$ cat src/rtl/count_mon_pkg.sv
// Shared types and defaults for the count event monitor: FSM states, event codes,
// the queued event record and the default alarm thresholds.
package count_mon_pkg;

    typedef enum logic [1:0] {
        ST_UNPRIMED = 2'd0,
        ST_NORMAL   = 2'd1,
        ST_HIGH     = 2'd2,
        ST_LOW      = 2'd3
    } mon_state_t;

    typedef enum logic [2:0] {
        EVT_NONE       = 3'd0,
        EVT_WRAP_UP    = 3'd1,
        EVT_WRAP_DN    = 3'd2,
        EVT_ENTER_HIGH = 3'd3,
        EVT_ENTER_LOW  = 3'd4,
        EVT_EXIT_ALARM = 3'd5,
        EVT_JUMP       = 3'd6
    } evt_code_t;

    localparam logic [7:0] DEF_HI_THRESH = 8'd200;
    localparam logic [7:0] DEF_LO_THRESH = 8'd50;
    localparam logic [7:0] DEF_HYST      = 8'd8;
    localparam int         DEF_EVQ_DEPTH = 2;
    localparam int         EVT_W         = 11;

    typedef struct packed {
        evt_code_t  code;
        logic [7:0] count;
    } evt_t;

    // Zone entered from UNPRIMED or NORMAL; hysteresis only applies on the way out.
    function automatic mon_state_t entry_zone(input logic [7:0] value,
                                              input logic [7:0] hi,
                                              input logic [7:0] lo);
        if (value >= hi)      return ST_HIGH;
        else if (value <= lo) return ST_LOW;
        else                  return ST_NORMAL;
    endfunction

endpackage

$ cat src/rtl/count_evt_fifo.sv
// Small power-of-two event queue with registered storage, full/empty flags and
// simultaneous push/pop (a push is accepted on a full queue when a pop happens too).
module count_evt_fifo #(
    parameter int DEPTH = 2,
    parameter int WIDTH = 11
) (
    input  logic             clk,
    input  logic             reset,
    input  logic             push,
    input  logic [WIDTH-1:0] push_data,
    input  logic             pop,
    output logic [WIDTH-1:0] pop_data,
    output logic             full,
    output logic             empty
);

    localparam int           AW       = $clog2(DEPTH);
    localparam logic [AW-1:0] PTR_ONE  = AW'(1);
    localparam logic [AW:0]   CNT_ONE  = (AW + 1)'(1);
    localparam logic [AW:0]   CNT_FULL = (AW + 1)'(DEPTH);

    logic [WIDTH-1:0] mem [DEPTH];
    logic [AW-1:0]    wr_ptr;
    logic [AW-1:0]    rd_ptr;
    logic [AW:0]      count;
    logic             do_push;
    logic             do_pop;

    assign empty   = (count == '0);
    assign full    = (count == CNT_FULL);
    assign do_pop  = pop && !empty;
    assign do_push = push && (!full || do_pop);

    // Stale entries are masked here so the head reads as zero whenever the queue is empty.
    assign pop_data = empty ? '0 : mem[rd_ptr];

    // NOTE: pointer/count registers use non-blocking assignments so every flop samples pre-edge values.
    always_ff @(posedge clk or negedge reset) begin
        if (!reset) begin
            wr_ptr <= '0;
            rd_ptr <= '0;
            count  <= '0;
        end else begin
            if (do_push) wr_ptr <= wr_ptr + PTR_ONE;
            if (do_pop)  rd_ptr <= rd_ptr + PTR_ONE;
            case ({do_push, do_pop})
                2'b10:   count <= count + CNT_ONE;
                2'b01:   count <= count - CNT_ONE;
                default: count <= count;
            endcase
        end
    end

    // NOTE: storage has no reset; empty-masking on pop_data makes its contents irrelevant after reset.
    always_ff @(posedge clk) begin
        if (do_push) mem[wr_ptr] <= push_data;
    end

endmodule

$ cat src/rtl/count_event_monitor.sv
// Watches a sampled up/down count, classifies each step, tracks a hysteretic
// HIGH/LOW alarm FSM and queues one event per sample for a ready/valid consumer.
module count_event_monitor
    import count_mon_pkg::*;
#(
    parameter logic [7:0] HI_THRESH = DEF_HI_THRESH,
    parameter logic [7:0] LO_THRESH = DEF_LO_THRESH,
    parameter logic [7:0] HYST      = DEF_HYST,
    parameter int         EVQ_DEPTH = DEF_EVQ_DEPTH
) (
    input  logic       clk,
    input  logic       reset,
    input  logic [7:0] cnt_in,
    input  logic       cnt_en,
    output logic       evt_valid,
    input  logic       evt_ready,
    output logic [2:0] evt_code,
    output logic [7:0] evt_count,
    output logic       alarm,
    output logic       evt_lost
);

    generate
        if (int'(LO_THRESH) + int'(HYST) >= int'(HI_THRESH) - int'(HYST)) begin : g_bad_thresh
            $error("count_event_monitor: LO_THRESH+HYST must be below HI_THRESH-HYST");
        end
        if ((EVQ_DEPTH < 2) || ((EVQ_DEPTH & (EVQ_DEPTH - 1)) != 0)) begin : g_bad_depth
            $error("count_event_monitor: EVQ_DEPTH must be a power of two, at least 2");
        end
    endgenerate

    localparam logic [7:0] HI_EXIT = HI_THRESH - HYST;
    localparam logic [7:0] LO_EXIT = LO_THRESH + HYST;

    mon_state_t state;
    mon_state_t next_state;
    logic [7:0] prev;
    evt_code_t  new_code;
    evt_t       new_evt;
    evt_t       head;
    logic       push;
    logic       pop;
    logic       full;
    logic       empty;

    // NOTE: every output of this block gets a default first, so no path can infer a latch.
    always_comb begin
        next_state = state;
        new_code   = EVT_NONE;

        unique case (state)
            ST_UNPRIMED,
            ST_NORMAL: next_state = entry_zone(cnt_in, HI_THRESH, LO_THRESH);
            ST_HIGH: begin
                if (cnt_in <= LO_THRESH)   next_state = ST_LOW;
                else if (cnt_in < HI_EXIT) next_state = ST_NORMAL;
            end
            ST_LOW: begin
                if (cnt_in >= HI_THRESH)   next_state = ST_HIGH;
                else if (cnt_in > LO_EXIT) next_state = ST_NORMAL;
            end
            default: next_state = ST_UNPRIMED;
        endcase

        // Wrap beats jump beats FSM transition; the first sample only primes.
        if (state != ST_UNPRIMED) begin
            if (prev == 8'hFF && cnt_in == 8'h00) begin
                new_code = EVT_WRAP_UP;
            end else if (prev == 8'h00 && cnt_in == 8'hFF) begin
                new_code = EVT_WRAP_DN;
            end else if (cnt_in != prev && cnt_in != (prev + 8'd1) && cnt_in != (prev - 8'd1)) begin
                new_code = EVT_JUMP;
            end else if (next_state != state) begin
                case (next_state)
                    ST_HIGH: new_code = EVT_ENTER_HIGH;
                    ST_LOW:  new_code = EVT_ENTER_LOW;
                    default: new_code = EVT_EXIT_ALARM;
                endcase
            end
        end
    end

    assign push    = cnt_en && (new_code != EVT_NONE);
    assign pop     = evt_valid && evt_ready;
    assign new_evt = '{code: new_code, count: cnt_in};

    always_ff @(posedge clk or negedge reset) begin
        if (!reset) begin
            state    <= ST_UNPRIMED;
            prev     <= '0;
            alarm    <= 1'b0;
            evt_lost <= 1'b0;
        end else begin
            if (cnt_en) begin
                state <= next_state;
                prev  <= cnt_in;
                alarm <= (next_state == ST_HIGH) || (next_state == ST_LOW);
            end
            if (push && full && !pop) evt_lost <= 1'b1;
        end
    end

    count_evt_fifo #(
        .DEPTH (EVQ_DEPTH),
        .WIDTH (EVT_W)
    ) u_fifo (
        .clk       (clk),
        .reset     (reset),
        .push      (push),
        .push_data (new_evt),
        .pop       (pop),
        .pop_data  (head),
        .full      (full),
        .empty     (empty)
    );

    assign evt_valid = !empty;
    assign evt_code  = head.code;
    assign evt_count = head.count;

endmodule

$ cat config.mk
export PLATFORM = sky130hd
export DESIGN_NAME = count_event_monitor
export DESIGN_NICKNAME = d
export VERILOG_FILES = /design/src/rtl/count_mon_pkg.sv /design/src/rtl/count_evt_fifo.sv /design/src/rtl/count_event_monitor.sv
export SDC_FILE = /design/constraint.sdc
export NUM_CORES = 1
export LEC_CHECK = 0
export BUFFER_PORTS_ARGS = -buffer_cell sky130_fd_sc_hd__buf_2
export CORE_MARGIN = 2
export CORE_UTILIZATION = 50
export DETAILED_ROUTE_END_ITERATION = 16
export PLACE_DENSITY = 0.66
export SYNTH_ARGS = -nofsm -noshare
export SYNTH_HDL_FRONTEND = slang
export SYNTH_SLANG_ARGS = --single-unit
$ cat constraint.sdc
create_clock -name clk -period 6 [get_ports clk]
set_clock_uncertainty 0.2 [all_clocks]
set_input_delay 1.2 -clock clk [delete_from_list [all_inputs] [get_ports clk]]
set_output_delay 1.2 -clock clk [all_outputs]
set_load 0.05 [all_outputs]
==> run_results.csv, run 1 <==
group,metric,value,unit
route,viasPerCell,5.71,
global_routing,grt_usage,18.3,%
route,drc_errors,0,
synth,yosysUniqueCellTypes,61,
global_routing,antenna_found_initial,0,
floorplanning,dieArea,5320,sq um
sta,worst_pin_slew,916,ps
worst_setup_path,crit_path_end,"u_fifo.mem[0][3]",
synth,synth-simple-area-share,22.9,%
placement,placedCellCount,296,
finish,fin_nets,263,
finish,nFillCells,407,
synth,syn_avg_cell_area,10.2,sq um
synth,syn_nets,248,
sta,setup_tns,0,ps
finish,antenna_cells,0,
route,routedWlPerCell,14.9,microns
placement,place.gp.congestion,0.864,
clock_tree,clk_pin_slew,80,ps
floorplanning,num_rows,25,
synth,synthFlopType,"edfxtp_1",
worst_setup_path,cp_max_fo,12,
global_routing,first_global_vias,1524,
synth,yosysSeqAreaShare,44.6,%
worst_setup_path,r2r_cells,6,
clock_tree,cts.sinks,38,
worst_setup_path,critical_path_required,5710,ps
sta,report.final.hold_viol_count,0,
placement,port_buffers,25,
floorplanning,start_util,51.0,%
finish,drive_gt1_share,20.4,%
global_routing,grt.busiest_layer,"met2",
sta,finalSetupViolations,0,
global_routing,grt_start_max_net_pins,18,
route,first_pass_iters,4,
synth,synthAdderAreaFrac,1.53,%
sta,rsz0062_at_grt,"no",
clock_tree,clockBufferDepth,2,
worst_setup_path,endpoint_kind,"flip-flop",
global_routing,gr-usage-met1,26.4,%
worst_setup_path,worstPathArrival,3520,ps
floorplanning,core,4660,sq um
route,ant_nets,0,
placement,place_ws,1860,ps
worst_setup_path,r2r_slack,2600,ps
synth,synthArstFlopShare,42.1,%
clock_tree,clkLatencyLatePin,290,ps
synth,synth_mux_area_share,7.00,%
finish,fin_cells,304,
synth,synth_edf_count,22,
global_routing,grt_pass1_wl,7380,microns
run,drv_cap,0,
synth,synth_cells,234,
route,drtIter0Drc,111,
worst_setup_path,reg2reg_to,"u_fifo.mem[0][3]",
route,finalWirelength,4530,microns
sta,fin_crit_sh,63.6,%
finish,finish.utilization,56.0,%
pwr,ir_drop,108,uV
pwr,power.density,375,nW/um^2
sta,finalHoldWorstSlack,262,ps
pwr,p_leak,1.05,nW
synth,synth_compound_area_share,12.6,%
status,status,"completed",
placement,placed_area,2480,sq um
worst_setup_path,start_kind,"input port",
global_routing,gr-total-overflow,0,
synth,yosysWarnings,0,
placement,dp_hpwl,3270,microns
clock_tree,cts_resized,0,
global_routing,grtUsageMet2,27.5,%
sta,setup_ws,2190,ps
worst_hold_path,holdPathStages,1,
sta,slew_headroom,38.8,%
worst_hold_path,hp-class,"reg2reg",
synth,synth_xor_area_share,6.26,%
clock_tree,cts_tree,"done",
clock_tree,h-tree-depth,2,
worst_setup_path,worstSetupPathType,"in2reg",
clock_tree,cts_buffers,5,
floorplanning,die_w,73.0,microns
sta,slew_violations,0,
clock_tree,post_cts_buffers,0,
pwr,finalPower,0.979,mW
worst_setup_path,r2r_start,"prev[2]",
worst_setup_path,crit_start,"cnt_in[2]",
sta,finalCriticalPeriod,3810,ps
synth,synth_top_family_by_area,"simple AND/OR/NAND/NOR gates",
floorplanning,io-pin-count,26,
finish,finish.instance_area,2610,sq um
sta,clock.fmax,0.262,GHz
synth,synth-seq-cells,38,
clock_tree,postCtsHoldBufs,0,
floorplanning,dieHeight,73.0,microns
clock_tree,cts-root-buf,"clkbuf_8",
finish,area_growth,9.84,%
global_routing,met3_usage,4.14,%
synth,synth_area,2380,sq um
route,vias,1737,
[layout make-up]
cell class / count / area, sq um / share of cell area [%]
flip-flops and latches: 38 / 1060 / 40.6
multi-input cells: 171 / 1190 / 45.8
well taps: 54 / 67.6 / 2.59
clock buffers: 5 / 68.8 / 2.64
inverters: 8 / 30.0 / 1.15
clock inverters: 3 / 63.8 / 2.44
repair buffers: 25 / 125 / 4.79
[metal layers]
layer	vias to the layer above	routed length [microns]
met5	-	0
met4	0	56
met3	6	178
met2	39	2090
met1	814	2210
li1	878	-
[how the worst min path moves through the flow]
stage	from	to	slack, ps
floorplan	u_fifo.wr_ptr	u_fifo.wr_ptr	260
CTS	evt_lost	evt_lost	270
finish	evt_lost	evt_lost	260
global route	evt_lost	evt_lost	280
detailed placement	evt_lost	evt_lost	250
global placement	evt_lost	evt_lost	240
[placed cells by master, fill, tap and decap left out, types with 3 or more instances in the layout]
master / count
nand4_1: 4
dfrtp_1: 16
o211ai_1: 3
mux2i_1: 11
xor2_1: 7
and2_1: 4
inv_1: 8
nor2b_1: 3
nand2_1: 21
nor3_1: 8
buf_2: 25
a21oi_1: 7
a21o_1: 3
xnor2_1: 10
nand3_1: 4
o21ai_0: 6
mux2_2: 5
nand4b_1: 3
nor2_1: 28
edfxtp_1: 22
clkbuf_8: 5
[cells in the mapped netlist, types with 3 or more instances]
library cell	instances	area [sq um]
a21o_1	3	22.5
a21oi_1	7	35.0
and2_1	4	25.0
buf_2	7	35.0
clkbuf_1	6	22.5
dfrtp_1	16	400
edfxtp_1	22	661
inv_1	8	30.0
mux2_2	5	56.3
mux2i_1	11	110
nand2_1	21	78.8
nand3_1	4	20.0
nand4_1	4	25.0
nand4b_1	3	26.3
nor2_1	28	105
nor2b_1	3	18.8
nor3_1	8	40.0
o211ai_1	3	22.5
o21ai_0	6	30.0
xnor2_1	10	87.6
xor2_1	7	61.3
[registers in the layout (all words and copies together) (netlist names)]
register / count
state: 2
evt_lost: 1
u_fifo.mem: 22
prev: 8
u_fifo.count: 2
u_fifo.wr_ptr: 1
u_fifo.rd_ptr: 1
alarm: 1
[worst max-delay path, stage by stage]
cell      delay [ps]
buf_2            170
a21o_1           200
or2_1            210
a311o_1          340
a21oi_1          230
nor4b_4          100
a211oi_2         300
nor2b_1          770
[cell families (layout without fill, tap and decap cells)]
| group | Yosys count | in the layout |
|---|---|---|
| adders and majority gates | 3 | 3 |
| muxes | 16 | 16 |
| AOI/OAI and AO/OA | 40 | 40 |
| and+or+nand+nor | 95 | 95 |
| xor gates and xnor gates | 17 | 17 |
| DFF | 38 | 38 |
| buffers and inverters | 25 | 41 |
[report_power, final]
group	internal (mW)	total, mW	switching (mW)	leakage (nW)
Sequential	0.329	0.381	0.0521	0.391
Clock	0.165	0.256	0.0913	0.0658
Combinational	0.108	0.342	0.234	0.596
Total	0.602	0.979	0.378	1.05
(Power assumes the default switching activity.)
==> inputs of run 2 (changes only) <==
- ABC_AREA: default -> 1
- clock period: 6 -> 3.9 ns (I/O delays scaled with it)
==> run 2 against run 1 <==
Effect of this change: clock power barely moved; utilization rose by 0.59 points; sequential cell count did not move; register-to-register slack got worse by 1700 ps; critical path type is now reg2reg; sequential power rose by 52%; synthesized cell count rose by 42%.
==> run_results.csv, run 2 <==
group,metric,value,unit
global_routing,first_global_vias,1822,
sta,finalSetupViolations,0,
synth,syn_avg_cell_area,7.12,sq um
worst_setup_path,worstSetupPathType,"reg2reg",
route,finalWirelength,4990,microns
synth,synthAdderAreaFrac,1.06,%
sta,rsz0062_at_grt,"no",
worst_setup_path,worstPathArrival,2710,ps
finish,top_register,"u_fifo.mem",
floorplanning,core,4630,sq um
synth,yosysWarnings,0,
synth,synth_compound_area_share,7.36,%
route,ant_nets,0,
clock_tree,cts_tree,"done",
synth,synth_mux_area_share,0,%
clock_tree,cts-root-buf,"clkbuf_8",
global_routing,gr-total-overflow,0,
worst_setup_path,r2r_cells,18,
pwr,power.density,588,nW/um^2
pwr,ir_drop,257,uV
finish,mostFrequentLayoutCells,"125 x nand2_1, 38 x inv_1, 36 x nor2_1",
finish,ff_latch_area,1060,sq um
worst_hold_path,hp-class,"in2async",
worst_setup_path,r2r_slack,930,ps
worst_setup_path,path_delay_family,"simple AND/OR/NAND/NOR gates",
floorplanning,dieHeight,72.7,microns
synth,synth_top_family_by_area,"simple AND/OR/NAND/NOR gates",
synth,syn_nets,346,
worst_setup_path,cp_max_fo,11,
synth,synth_top_area_share,28.0,%
global_routing,antenna_found_initial,0,
synth,yosysUniqueCellTypes,27,
finish,largest_register_ffs,22,
pwr,p_leak,1.32,nW
clock_tree,post_cts_buffers,0,
finish,drive_gt1_share,15.0,%
worst_setup_path,r2r_start,"prev[0]",
sta,slew_headroom,42.5,%
synth,synth_xor_area_share,2.22,%
synth,synth_cells,332,
worst_setup_path,start_kind,"flip-flop",
synth,synth_top_cell_by_area,"edfxtp_1",
clock_tree,h-tree-depth,2,
run,drv_cap,0,
floorplanning,dieArea,5290,sq um
finish,area_growth,11.0,%
placement,place.gp.congestion,0.954,
worst_setup_path,cpMostUsedCell,"nand3_1",
finish,multiInputGateArea,1110,sq um
global_routing,grt_usage,20.4,%
finish,fin_cells,414,
route,vias,2071,
placement,placedCellCount,406,
global_routing,grt_start_max_net_pins,25,
finish,antenna_cells,0,
worst_setup_path,critical_path.slowest_cell,"dfrtp_1",
worst_setup_path,reg2reg_to,"u_fifo.mem[0][10]",
route,routedWlPerCell,12.0,microns
worst_setup_path,endpoint_kind,"flip-flop",
route,drc_errors,0,
synth,ys_top_cells_by_count,"125 x nand2_1, 38 x inv_1, 36 x nor2_1, 22 x edfxtp_1, 20 x nand3_1",
sta,fin_crit_sh,76.0,%
global_routing,grt_pass1_wl,8200,microns
synth,post-synth-top-count-cell,"nand2_1",
worst_setup_path,crit_buf_inv,4,
worst_setup_path,slowest_delay,510,ps
floorplanning,num_rows,25,
placement,placed_area,2540,sq um
synth,synthArstFlopShare,42.1,%
synth,synth_area,2360,sq um
clock_tree,cts_buffers,5,
worst_setup_path,critical_path_required,3650,ps
finish,nFillCells,450,
floorplanning,io-pin-count,26,
synth,synth_edf_count,22,
finish,top_regs,"u_fifo.mem: 22 flops, prev: 8 flops",
sta,worst_pin_slew,859,ps
clock_tree,cts.sinks,38,
finish,finish.instance_area,2620,sq um
floorplanning,start_util,51.0,%
synth,yosysSeqAreaShare,44.9,%
finish,final_common_cell,"nand2_1",
clock_tree,clkLatencyLatePin,290,ps
finish,finish.utilization,56.6,%
status,status,"completed",
sta,report.final.hold_viol_count,0,
synth,synth-simple-area-share,36.4,%
sta,finalCriticalPeriod,2970,ps
clock_tree,clockBufferDepth,2,
floorplanning,die_w,72.7,microns
sta,setup_tns,0,ps
clock_tree,postCtsHoldBufs,0,
placement,dp_hpwl,3870,microns
finish,fin_nets,373,
sta,clock.fmax,0.337,GHz
route,drtIter0Drc,72,
route,first_pass_iters,4,
route,viasPerCell,5.00,
synth,synthFlopType,"edfxtp_1",
placement,port_buffers,25,
worst_setup_path,crit_chain,"inv_2 -> ha_1 -> inv_1 -> nand2_1 -> nand2_1 -> nor2_1 -> nand3_1 -> nor2_1 -> nand3_1 -> nand3_2 -> nand3_1 -> nand2_1 -> nand2_2 -> nand2_2 -> nand2_4 -> inv_2 -> nand3_1 -> inv_1",
clock_tree,cts_resized,0,
clock_tree,clk_pin_slew,70,ps
synth,synth-seq-cells,38,
synth,synthTopCellsByArea,"edfxtp_1 28%, nand2_1 20%, dfrtp_1 17%",
sta,slew_violations,0,
==> run 2: cell count changes after synthesis, moves of 7 or more <==
cell     previous run  this run
buf_2               7         0
xnor2_1            10         2
mux2i_1            11         0
a21oi_1             7        15
nand2_2             0         8
nand3_1             4        20
nor2_1             28        36
nand2_1            21       125
inv_1               8        38
==> run 2: metal layers <==
layer,vias to the layer above,share of wire (%),routed length (microns),global-route usage [%]
li1,1106,-,-,-
met1,907,47,2320,26.2
met2,46,46,2280,32.5
met3,12,4.7,235,4.28
met4,0,3.0,152,10.3
met5,-,0,0,0
==> run 2: stage by stage <==
step | setup slack [ps] | total power, mW | hold slack (ps)
floorplan | 875 | 1.13 | 242
global placement | 734 | 1.29 | 258
detailed placement | 693 | 1.29 | 261
CTS | 954 | 1.55 | 224
global route | 632 | 1.64 | 236
finish | 934 | 1.54 | 207
==> run 2: power by group <==
part           switching (mW)  internal (mW)  total, mW
Combinational           0.537          0.166      0.702
Clock                   0.135          0.124      0.259
Sequential             0.0614          0.518      0.580
==> run 2: cells by family (layout without fill, tap and decap cells) <==
| family | count (synthesis) | in the layout |
|---|---|---|
| XOR/XNOR | 6 | 6 |
| AND/OR/NAND/NOR | 204 | 204 |
| adder cells (fa/ha/maj) | 2 | 2 |
| AO/OA/AOI/OAI | 32 | 32 |
| buffers and inverters | 50 | 78 |
| flip-flops | 38 | 38 |
==> run 2: cell type report <==
class | instances | area share [%]
multi-input combinational | 244 | 42.4
sequential | 38 | 40.5
inverter | 44 | 6.30
timing repair buffer | 26 | 5.06
clock buffer | 6 | 2.77
tap | 54 | 2.58
clock inverter | 2 | 0.382
==> run 2: worst max path at each step <==
stage	from	to	slack, ps	cells past startpoint
global placement	cnt_in[5]	u_fifo.mem[0][5]	730	18
detailed placement	cnt_in[5]	u_fifo.mem[0][4]	690	18
global route	prev[0]	u_fifo.mem[0][2]	630	18
CTS	prev[0]	u_fifo.mem[0][9]	950	18
floorplan	cnt_in[1]	u_fifo.mem[1][0]	880	19
finish	prev[0]	u_fifo.mem[0][10]	930	18
